$ cat src/rtl/idelay_load_seq_pkg.sv
// Shared definitions for the IDELAY load sequencer.
//   - seq_state_e : sequencer state encoding (IDLE, LOAD, SET, SETTLE)
//   - dly_field_t : 8-bit delay tap value, {coarse[7:3], fine[2:0]}
//   - sat_inc     : saturating increment for the 8-bit settle counter
package idelay_load_seq_pkg;

  localparam int DLY_W    = 8;
  localparam int COARSE_W = 5;
  localparam int FINE_W   = 3;
  localparam int CNT_W    = 8;

  typedef enum logic [1:0] {
    ST_IDLE   = 2'd0,
    ST_LOAD   = 2'd1,
    ST_SET    = 2'd2,
    ST_SETTLE = 2'd3
  } seq_state_e;

  typedef struct packed {
    logic [COARSE_W-1:0] coarse;
    logic [FINE_W-1:0]   fine;
  } dly_field_t;

  // The settle counter must never wrap back to zero.
  function automatic logic [CNT_W-1:0] sat_inc(input logic [CNT_W-1:0] v);
    return (v == {CNT_W{1'b1}}) ? v : v + CNT_W'(1);
  endfunction

endpackage

$ cat src/rtl/idelay_lane_regs.sv
// Per-lane delay register pairs with readback.
//   pending[i]   : written when a valid load strobe targets lane i
//   committed[i] : copied from pending[i] for every lane on i_commit
// Ports:
//   clk, rst_n      clock and async active-low reset
//   i_wr_en         write i_wr_data into pending[i_wr_lane]
//   i_wr_lane       target lane (caller guarantees it is in range)
//   i_wr_data       8-bit delay value
//   i_commit        copy all pending values into committed
//   i_rd_lane       readback index
//   o_rd_delay      committed[i_rd_lane], or 8'h00 for an out-of-range index
module idelay_lane_regs import idelay_load_seq_pkg::*; #(
  parameter int         NUM_LANES   = 8,
  parameter int         LANE_W      = 3,
  parameter logic [7:0] DELAY_VALUE = 8'h00
) (
  input  logic              clk,
  input  logic              rst_n,
  input  logic              i_wr_en,
  input  logic [LANE_W-1:0] i_wr_lane,
  input  logic [DLY_W-1:0]  i_wr_data,
  input  logic              i_commit,
  input  logic [LANE_W-1:0] i_rd_lane,
  output logic [DLY_W-1:0]  o_rd_delay
);

  logic [DLY_W-1:0] r_pending   [NUM_LANES];
  logic [DLY_W-1:0] r_committed [NUM_LANES];

  always_ff @(posedge clk or negedge rst_n) begin
    if (!rst_n) begin
      for (int i = 0; i < NUM_LANES; i++) begin
        r_pending[i]   <= DELAY_VALUE;
        r_committed[i] <= DELAY_VALUE;
      end
    end else begin
      for (int i = 0; i < NUM_LANES; i++) begin
        if (i_wr_en && (i_wr_lane == LANE_W'(i))) begin
          r_pending[i] <= i_wr_data;
        end
        if (i_commit) begin
          r_committed[i] <= r_pending[i];
        end
      end
    end
  end

  // Compare-based mux so indices beyond NUM_LANES fall through to zero.
  always_comb begin
    o_rd_delay = 8'h00;
    for (int i = 0; i < NUM_LANES; i++) begin
      if (i_rd_lane == LANE_W'(i)) begin
        o_rd_delay = r_committed[i];
      end
    end
  end

endmodule

$ cat src/rtl/idelay_load_seq.sv
// IDELAY load sequencer: loads per-lane delay taps over a shared bus, then
// issues a common set strobe and waits for the delay lanes to settle.
// Ports:
//   clk, rst_n            clock; async active-low reset, deassertion synchronised
//   dly_rdy               delay control calibrated/ready
//   cmd_valid/cmd_ready   command handshake
//   cmd_ld, cmd_apply     load cmd_delay into cmd_lane / finish with set+settle
//   cmd_lane, cmd_delay   target lane, {coarse[7:3], fine[2:0]}
//   dly_ld                one-hot per-lane load strobe (one cycle)
//   dly_set               common set strobe (one cycle)
//   dly_out               shared delay bus, holds last loaded value
//   busy, done, err       state != IDLE, end-of-settle pulse, bad-lane pulse
//   rd_lane, rd_delay     combinational readback of committed values
//   dbg_state             current sequencer state
//
// Handshake: a command transfers on a rising clk edge where cmd_valid and
// cmd_ready are both 1. cmd_ready depends only on dly_rdy and state, never on
// cmd_valid. The command fields are only looked at in the transfer cycle.
module idelay_load_seq import idelay_load_seq_pkg::*; #(
  parameter int         NUM_LANES     = 8,
  parameter int         LANE_W        = 3,
  parameter int         SETTLE_CYCLES = 16,
  parameter logic [7:0] DELAY_VALUE   = 8'h00
) (
  input  logic                 clk,
  input  logic                 rst_n,
  input  logic                 dly_rdy,
  input  logic                 cmd_valid,
  output logic                 cmd_ready,
  input  logic                 cmd_ld,
  input  logic                 cmd_apply,
  input  logic [LANE_W-1:0]    cmd_lane,
  input  logic [DLY_W-1:0]     cmd_delay,
  output logic [NUM_LANES-1:0] dly_ld,
  output logic                 dly_set,
  output logic [DLY_W-1:0]     dly_out,
  output logic                 busy,
  output logic                 done,
  output logic                 err,
  input  logic [LANE_W-1:0]    rd_lane,
  output logic [DLY_W-1:0]     rd_delay,
  output seq_state_e           dbg_state
);

  // Reset assertion is immediate; release ripples through two flops so
  // every register leaves reset on the same clock edge.
  logic [1:0] r_rst_sync;
  logic       w_rst_n;

  always_ff @(posedge clk or negedge rst_n) begin
    if (!rst_n) r_rst_sync <= 2'b00;
    else        r_rst_sync <= {r_rst_sync[0], 1'b1};
  end
  assign w_rst_n = r_rst_sync[1];

  seq_state_e           r_state, w_state_nxt;
  logic [CNT_W-1:0]     r_cnt, w_cnt_nxt;
  logic [NUM_LANES-1:0] r_dly_ld, w_ld_nxt;
  logic                 r_dly_set, r_done, r_err;
  dly_field_t           r_dly_out;
  logic                 w_accept, w_lane_ok, w_ld_valid, w_err_nxt, w_done_nxt;

  assign cmd_ready  = dly_rdy && ((r_state == ST_IDLE) || (r_state == ST_LOAD));
  assign w_accept   = cmd_valid && cmd_ready;
  assign w_lane_ok  = (int'(cmd_lane) < NUM_LANES);
  assign w_ld_valid = w_accept && cmd_ld && w_lane_ok;
  assign w_err_nxt  = w_accept && cmd_ld && !w_lane_ok;

  always_comb begin
    w_ld_nxt = '0;
    for (int i = 0; i < NUM_LANES; i++) begin
      w_ld_nxt[i] = w_ld_valid && (cmd_lane == LANE_W'(i));
    end
  end

  always_comb begin
    w_state_nxt = r_state;
    w_cnt_nxt   = r_cnt;
    w_done_nxt  = 1'b0;
    case (r_state)
      ST_IDLE: begin
        if (w_accept) w_state_nxt = cmd_apply ? ST_SET : ST_LOAD;
      end
      ST_LOAD: begin
        if (w_accept)      w_state_nxt = cmd_apply ? ST_SET : ST_LOAD;
        else if (dly_rdy)  w_state_nxt = ST_IDLE;
        // dly_rdy low: hold LOAD, only cmd_ready drops
      end
      ST_SET: begin
        w_cnt_nxt   = '0;
        w_state_nxt = ST_SETTLE;
      end
      ST_SETTLE: begin
        // The first SETTLE cycle carries dly_set and is not counted.
        if (r_dly_set || !dly_rdy) begin
          w_cnt_nxt = '0;
        end else if (r_cnt >= CNT_W'(SETTLE_CYCLES - 1)) begin
          w_cnt_nxt   = '0;
          w_done_nxt  = 1'b1;
          w_state_nxt = ST_IDLE;
        end else begin
          w_cnt_nxt = sat_inc(r_cnt);
        end
      end
      default: w_state_nxt = ST_IDLE;
    endcase
  end

  always_ff @(posedge clk or negedge w_rst_n) begin
    if (!w_rst_n) begin
      r_state <= ST_IDLE;
      r_cnt   <= '0;
    end else begin
      r_state <= w_state_nxt;
      r_cnt   <= w_cnt_nxt;
    end
  end

  // dly_set follows the SET state by one cycle so it lands after any load
  // strobe issued for the applying command.
  always_ff @(posedge clk or negedge w_rst_n) begin
    if (!w_rst_n) begin
      r_dly_ld  <= '0;
      r_dly_set <= 1'b0;
      r_done    <= 1'b0;
      r_err     <= 1'b0;
      r_dly_out <= dly_field_t'(DELAY_VALUE);
    end else begin
      r_dly_ld  <= w_ld_nxt;
      r_dly_set <= (r_state == ST_SET);
      r_done    <= w_done_nxt;
      r_err     <= w_err_nxt;
      if (w_ld_valid) r_dly_out <= dly_field_t'(cmd_delay);
    end
  end

  idelay_lane_regs #(
    .NUM_LANES   (NUM_LANES),
    .LANE_W      (LANE_W),
    .DELAY_VALUE (DELAY_VALUE)
  ) u_lane_regs (
    .clk        (clk),
    .rst_n      (w_rst_n),
    .i_wr_en    (w_ld_valid),
    .i_wr_lane  (cmd_lane),
    .i_wr_data  (cmd_delay),
    .i_commit   (r_dly_set),
    .i_rd_lane  (rd_lane),
    .o_rd_delay (rd_delay)
  );

  assign dly_ld    = r_dly_ld;
  assign dly_set   = r_dly_set;
  assign dly_out   = r_dly_out;
  assign busy      = (r_state != ST_IDLE);
  assign done      = r_done;
  assign err       = r_err;
  assign dbg_state = r_state;

endmodule

$ cat config.mk
export PLATFORM = sky130hd
export DESIGN_NAME = idelay_load_seq
export DESIGN_NICKNAME = d
export VERILOG_FILES = /design/src/rtl/idelay_load_seq_pkg.sv /design/src/rtl/idelay_lane_regs.sv /design/src/rtl/idelay_load_seq.sv
export SDC_FILE = /design/constraint.sdc
export NUM_CORES = 1
export LEC_CHECK = 0
export CAP_MARGIN = 40
export CORE_MARGIN = 4
export CORE_UTILIZATION = 60
export CTS_CLUSTER_DIAMETER = 40
export CTS_CLUSTER_SIZE = 25
export DETAILED_ROUTE_END_ITERATION = 10
export GPL_TIMING_DRIVEN = 0
export PLACE_DENSITY = 0.84
export REMOVE_ABC_BUFFERS = 1
export SYNTH_ARGS = -nofsm -noshare
export SYNTH_HDL_FRONTEND = slang
export SYNTH_HIERARCHICAL = 1
export SYNTH_SLANG_ARGS = --single-unit
$ cat constraint.sdc
create_clock -name clk -period 8.3 [get_ports clk]
set_input_delay 2.075 -clock clk [delete_from_list [all_inputs] [get_ports clk]]
set_output_delay 2.075 -clock clk [all_outputs]
set_load 0.005 [all_outputs]
# ---- After elaboration in Yosys (flattened, before gate mapping)
# Index checks and enable logic that the tools add are counted.
# W data, S select, Z words.
dict set report word_totals {
  regBits 158
  latchBits 0
  mem_bits_rw 0
  mem_bits_ro 0
  input_bits 20
  output_inout_bits 31
  wordCells 92
  mem_count 0
}
dict set report op_classes {
  add_sub_neg 1
  mul 0
  n_div 0
  magnitude_cmp 1
  eq_ne 23
  shifts 0
  muxes 22
  bitwise_logic 0
  n_reduce_logical 21
}
# op n
set ops {}
lappend ops {{$mux W8} 11}
lappend ops {{$eq A3 B3 Y1 const B} 8}
lappend ops {{$pmux W8 S2} 1}
lappend ops {{$eq A3 B2 Y1 const B} 4}
lappend ops {{$mux W2} 6}
lappend ops {{$logic_and A1 B1 Y1} 11}
lappend ops {{$add A8 B1 Y8 const B} 1}
lappend ops {{$eq A8 B8 Y1 const B} 1}
lappend ops {{$ge A8 B4 Y1 const B} 1}
lappend ops {{$pmux W2 S4} 1}
lappend ops {{$eq A3 B1 Y1 const B} 2}
lappend ops {{$logic_not A3 Y1} 2}
lappend ops {{$ne A2 B2 Y1 const B} 3}
lappend ops {{$eq A2 B2 Y1 const B} 2}
lappend ops {{$ne A4 B4 Y1 const B} 1}
lappend ops {{$reduce_and A4 Y1} 1}
lappend ops {{$reduce_bool A2 Y1} 2}
lappend ops {{$mux W1} 3}
lappend ops {{$ne A3 B3 Y1 const B} 1}
lappend ops {{$eq A2 B1 Y1 const B} 1}
lappend ops {{$logic_not A2 Y1} 1}
lappend ops {{$logic_or A1 B1 Y1} 2}
lappend ops {{$reduce_and A2 Y1} 1}
lappend ops {{$logic_not A1 Y1} 1}

# ---- Logic depth before layout (Yosys ltp)
dict set report depth {
  depth_word 9
  ltp_mapped 7
  depth_no_buf 4
}

# ---- By module
# The synthesis kept the hierarchy.
# module n_inst cells_per_inst area_per_inst_um2 seq_area_each_um2
set by_module_without_submodules {}
lappend by_module_without_submodules {idelay_lane_regs 1 307 5348.9 3203.1}
lappend by_module_without_submodules {idelay_load_seq 1 108 1226.2 750.7}

# ---- Worst setup path after synthesis
# OpenSTA, ideal clock, no wires.
dict set report synth_path {
  path_kind {input port to output port}
  startpoint {input rd_lane[1]}
  endpoint {output rd_delay[0]}
  arrival_ns 3.117
  required_time_ns 6.225
  path_slack_ns 3.108
  path_stages 4
  path_buffers 2
  path_cell_list {buf_6 buf_12 mux4_1 mux2_2}
}
dict set report synth_between {
  elab_chain_cells 9
  word_cells_on_any_way 16
  cone_classes {eq/ne (7); mux (8); reduce/logical (1)}
}
# item line
set synth_lines {}
lappend synth_lines {{start: declaration} idelay_load_seq.sv:40} ;# input logic [LANE_W-1:0] rd_lane,
lappend synth_lines {{$logic_not A3 Y1} idelay_lane_regs.sv:52} ;# if (i_rd_lane == LANE_W'(i)) begin
lappend synth_lines {{$mux W8 (7 in series)} idelay_lane_regs.sv:52}
lappend synth_lines {{$mux W8 (*)} idelay_lane_regs.sv:52}
lappend synth_lines {{end: declaration} idelay_load_seq.sv:41} ;# output logic [DLY_W-1:0] rd_delay,
# Every way passes the cells marked *; elsewhere a longest branch is shown, timed or not.

# ---- Worst setup path after layout
dict set report layout_path {
  startpoint {input rd_lane[1]}
  endpoint {output rd_delay[4]}
}
# The elaborated chain is that of the path after synthesis.

==> flow_summary.toml <==
[logic_synthesis]
synth_seq_cells = 158
yosys.area.top_type = "dfrtp_1"
netlist_top_cells_area = "dfrtp_1 60%, mux2_2 23%, mux4_1 6.0%"
async_flop_share = 1.00
avgSynthCellArea_um2 = 15.8
synthFlopType = "dfrtp_1"
synth.top_cell.area_share = 0.601
yosysSeqAreaShare = 0.601
netlist_area_um2 = 6580
synthTopCellsByCount = "158 x dfrtp_1, 136 x mux2_2, 25 x nand2_1"
synth_edf_count = 0
synth_most_common_cell = "dfrtp_1"
syn_inst = 415
yosys_warnings = 6
synth_cell_types = 45

[sta]
slew_headroom = 0.402
rsz0062_at_grt = "false"
hold_slack_ns = 0.300
hold_viol_final = 0
drv_slew = 0
fmax_mhz = 154
setup_slack_ns = 1.83
timing.setup.tns_ns = 0
fin_crit_sh = 0.780
worst_pin_slew_ns = 0.895
period_needed_ns = 6.47
clock_skew_ns = 0.00988
finalSetupViolations = 0

[grt]
grt_pass1_wl_um = 21300
grt_usage = 0.221
gr-total-overflow = 0
antenna_found_initial = 0
grt_max_degree = 68
grt_pass1_vias = 4001

[drt]
via_per_inst = 5.93
wl_per_cell_um = 21.3
first_pass_iters = 4
drc = 0
totalWireLength_um = 13100
ant_nets = 0
num_vias = 3645
drt_iter0_drc = 179

[place]
port_buffers = 49
place_ws_ns = 1.81
dp_hpwl_um = 8020
dpl_cell_area_um2 = 7260
gp_congestion = 0.726

[worst_setup_path]
worstPathRequired_ns = 6.23
crit_top_cell = "clkdlybuf4s50_1"
r2r-end = "u_lane_regs/r_pending[55]$_DFFE_PN0P_"
crit_fanout = 10
cpLargestDelayFamily = "buffers and inverters"
reg2reg_depth = 5
critPathLaunchType = "primary input"
cp.arrival_ns = 4.40
crit_end = "rd_delay[4]"
reg2reg_slack_ns = 5.45
critical_path_class = "primary input to output pin"
cp_slowest_stage_delay_ns = 0.74
cp_num_cells = 5
cp_cell_sequence = "clkdlybuf4s50_1 -> buf_8 -> mux4_1 -> mux2_2 -> clkdlybuf4s50_1"
startpoint = "rd_lane[1]"
r2r_start = "dbg_state[1]$_DFFE_PN0P_"
crit_buf_inv = 3
slowest_stage = "clkdlybuf4s50_1"
cp-end-kind = "output pin"

[power]
power.internal_mw = 1.30
power_density_nw_per_um2 = 212
seqPwrFrac = 0.501
clockPowerShare = 0.434
combPwrFrac = 0.066
total_power_mw = 1.65
netSwitchingFraction = 0.212
p_leak_nw = 3.84
vdd.ir_drop.worst_v = 0.000187
p_sw_mw = 0.351

[layout]
seqCellArea_um2 = 3960
drive_above_1_share = 0.390
fillers = 660
multi_input_area_um2 = 2510
nNetsFinal = 487
area_delta_synth_final_pct = 18.8
design_area_um2 = 7810
diodes = 0

[cts]
ctsHoldBuffers = 0
clk_latency_ns = 0.53
cts_tree = "built"
cts-root-buf = "clkbuf_8"
cts_made_buffers = 17
postCtsSetupBuffers = 0
cts_buffer_depth = 2
clock-sinks = 158
clk_pin_slew_ns = 0.06
htree_levels = 4
ctsResizeCount = 0

[floorplan]
die_h_um = 113
rows = 37
boundaryPins = 51
core_area_um2 = 10500
dieArea_um2 = 12700
initial_core_util = 0.626
die_w_um = 113

[hold_path]
hold_path.class = "register to async pin"

[job]
drv_cap = 0

[outcome]
outcome = "finished clean"
through the flow:
| step | utilization | std cells |
|---|---|---|
| after CTS | 0.743 | 615 |
| after floorplan | - | 393 |
| final | 0.743 | 615 |
| after detailed placement | 0.690 | 583 |
| after global routing | 0.743 | 615 |
| after global placement | 0.676 | 578 |
layout make-up:
type | count | area share
Timing Repair Buffer | 54 | 0.0762
Multi-Input combinational cell | 230 | 0.321
Clock buffer | 26 | 0.0638
Clock inverter | 6 | 0.00737
Inverter | 5 | 0.00256
Tap cell | 136 | 0.0218
Sequential cell | 158 | 0.507
metal layers:
metal | global-route usage | part of all wire | wire, um
met1 | 0.283 | 0.43 | 5560
met2 | 0.372 | 0.53 | 6900
met3 | 0.0518 | 0.033 | 438
met4 | 0.0753 | 0.014 | 183
met5 | 0 | 0 | 0
layout by cell type (no fill, tap or decap), types with 2 or more instances in the layout:
master and count:
nand2b_1 3, mux4_1 15, nor4bb_4 2, clkbuf_16 16, inv_1 3, mux2_2 136, conb_1 2, a21oi_1 2
nand4_1 3, buf_16 3, dfrtp_1 156, nand4b_1 3, clkdlybuf4s50_1 49, clkbuf_8 6, nand2_1 25, mux2i_1 2
dfrtp_4 2, a31oi_1 3, clkinv_2 5, nand3_1 3, nor2_1 4, nor3_2 2, nor2b_1 3, clkbuf_1 4
nor3_1 2
cells by family after synthesis:
logic type                 Yosys count  share of synthesized area
DFF                                158                      0.601
muxes                              154                      0.299
and+or+nand+nor                     64                     0.0630
buffers and inverters               27                     0.0226
AOI/OAI and AO/OA                    9                     0.0107
other                                2                    0.00114
adders and majority gates            1                    0.00190
worst min path at each step:
stage	startpoint	slack (ns)	endpoint	cells past startpoint
after floorplan	r_rst_sync[0]$_DFF_PN0_	0.33	r_rst_sync[1]$_DFF_PN0_	0
after global placement	r_rst_sync[0]$_DFF_PN0_	0.34	r_rst_sync[1]$_DFF_PN0_	0
after detailed placement	r_rst_sync[1]$_DFF_PN0_	0.31	u_lane_regs/r_committed[45]$_DFFE_PN0P_	0
after CTS	r_rst_sync[1]$_DFF_PN0_	0.32	u_lane_regs/r_pending[61]$_DFFE_PN0P_	0
after global routing	r_rst_sync[1]$_DFF_PN0_	0.34	u_lane_regs/r_committed[13]$_DFFE_PN0P_	0
final	r_rst_sync[1]$_DFF_PN0_	0.30	u_lane_regs/r_committed[13]$_DFFE_PN0P_	0
sequential cells by signal (all words and copies together), names as in the netlist:
signal	flops
done	1
r_cnt	8
dly_ld	8
dbg_state	2
dly_out	8
r_rst_sync	2
dly_set	1
u_lane_regs/r_pending	64
u_lane_regs/r_committed	64
worst register-to-register path, cell delays in order, from the launching register on:
cell,delay (ns)
dfrtp_1,0.52
nand4b_4,0.44
clkinv_2,0.36
nor4bb_2,0.78
buf_4,0.29
mux2_2,0.34
power groups by stage:
stage | registers (mW) | logic [mW] | clock network [mW]
finish | 0.829 | 0.108 | 0.717
global route | 0.833 | 0.119 | 0.771
CTS | 0.829 | 0.110 | 0.733
detailed placement | 0.842 | 0.109 | 0
global placement | 0.849 | 0.0888 | 0
floorplan | 0.843 | 0.0455 | 0
Note: power is estimated with default switching activity, not from simulation.
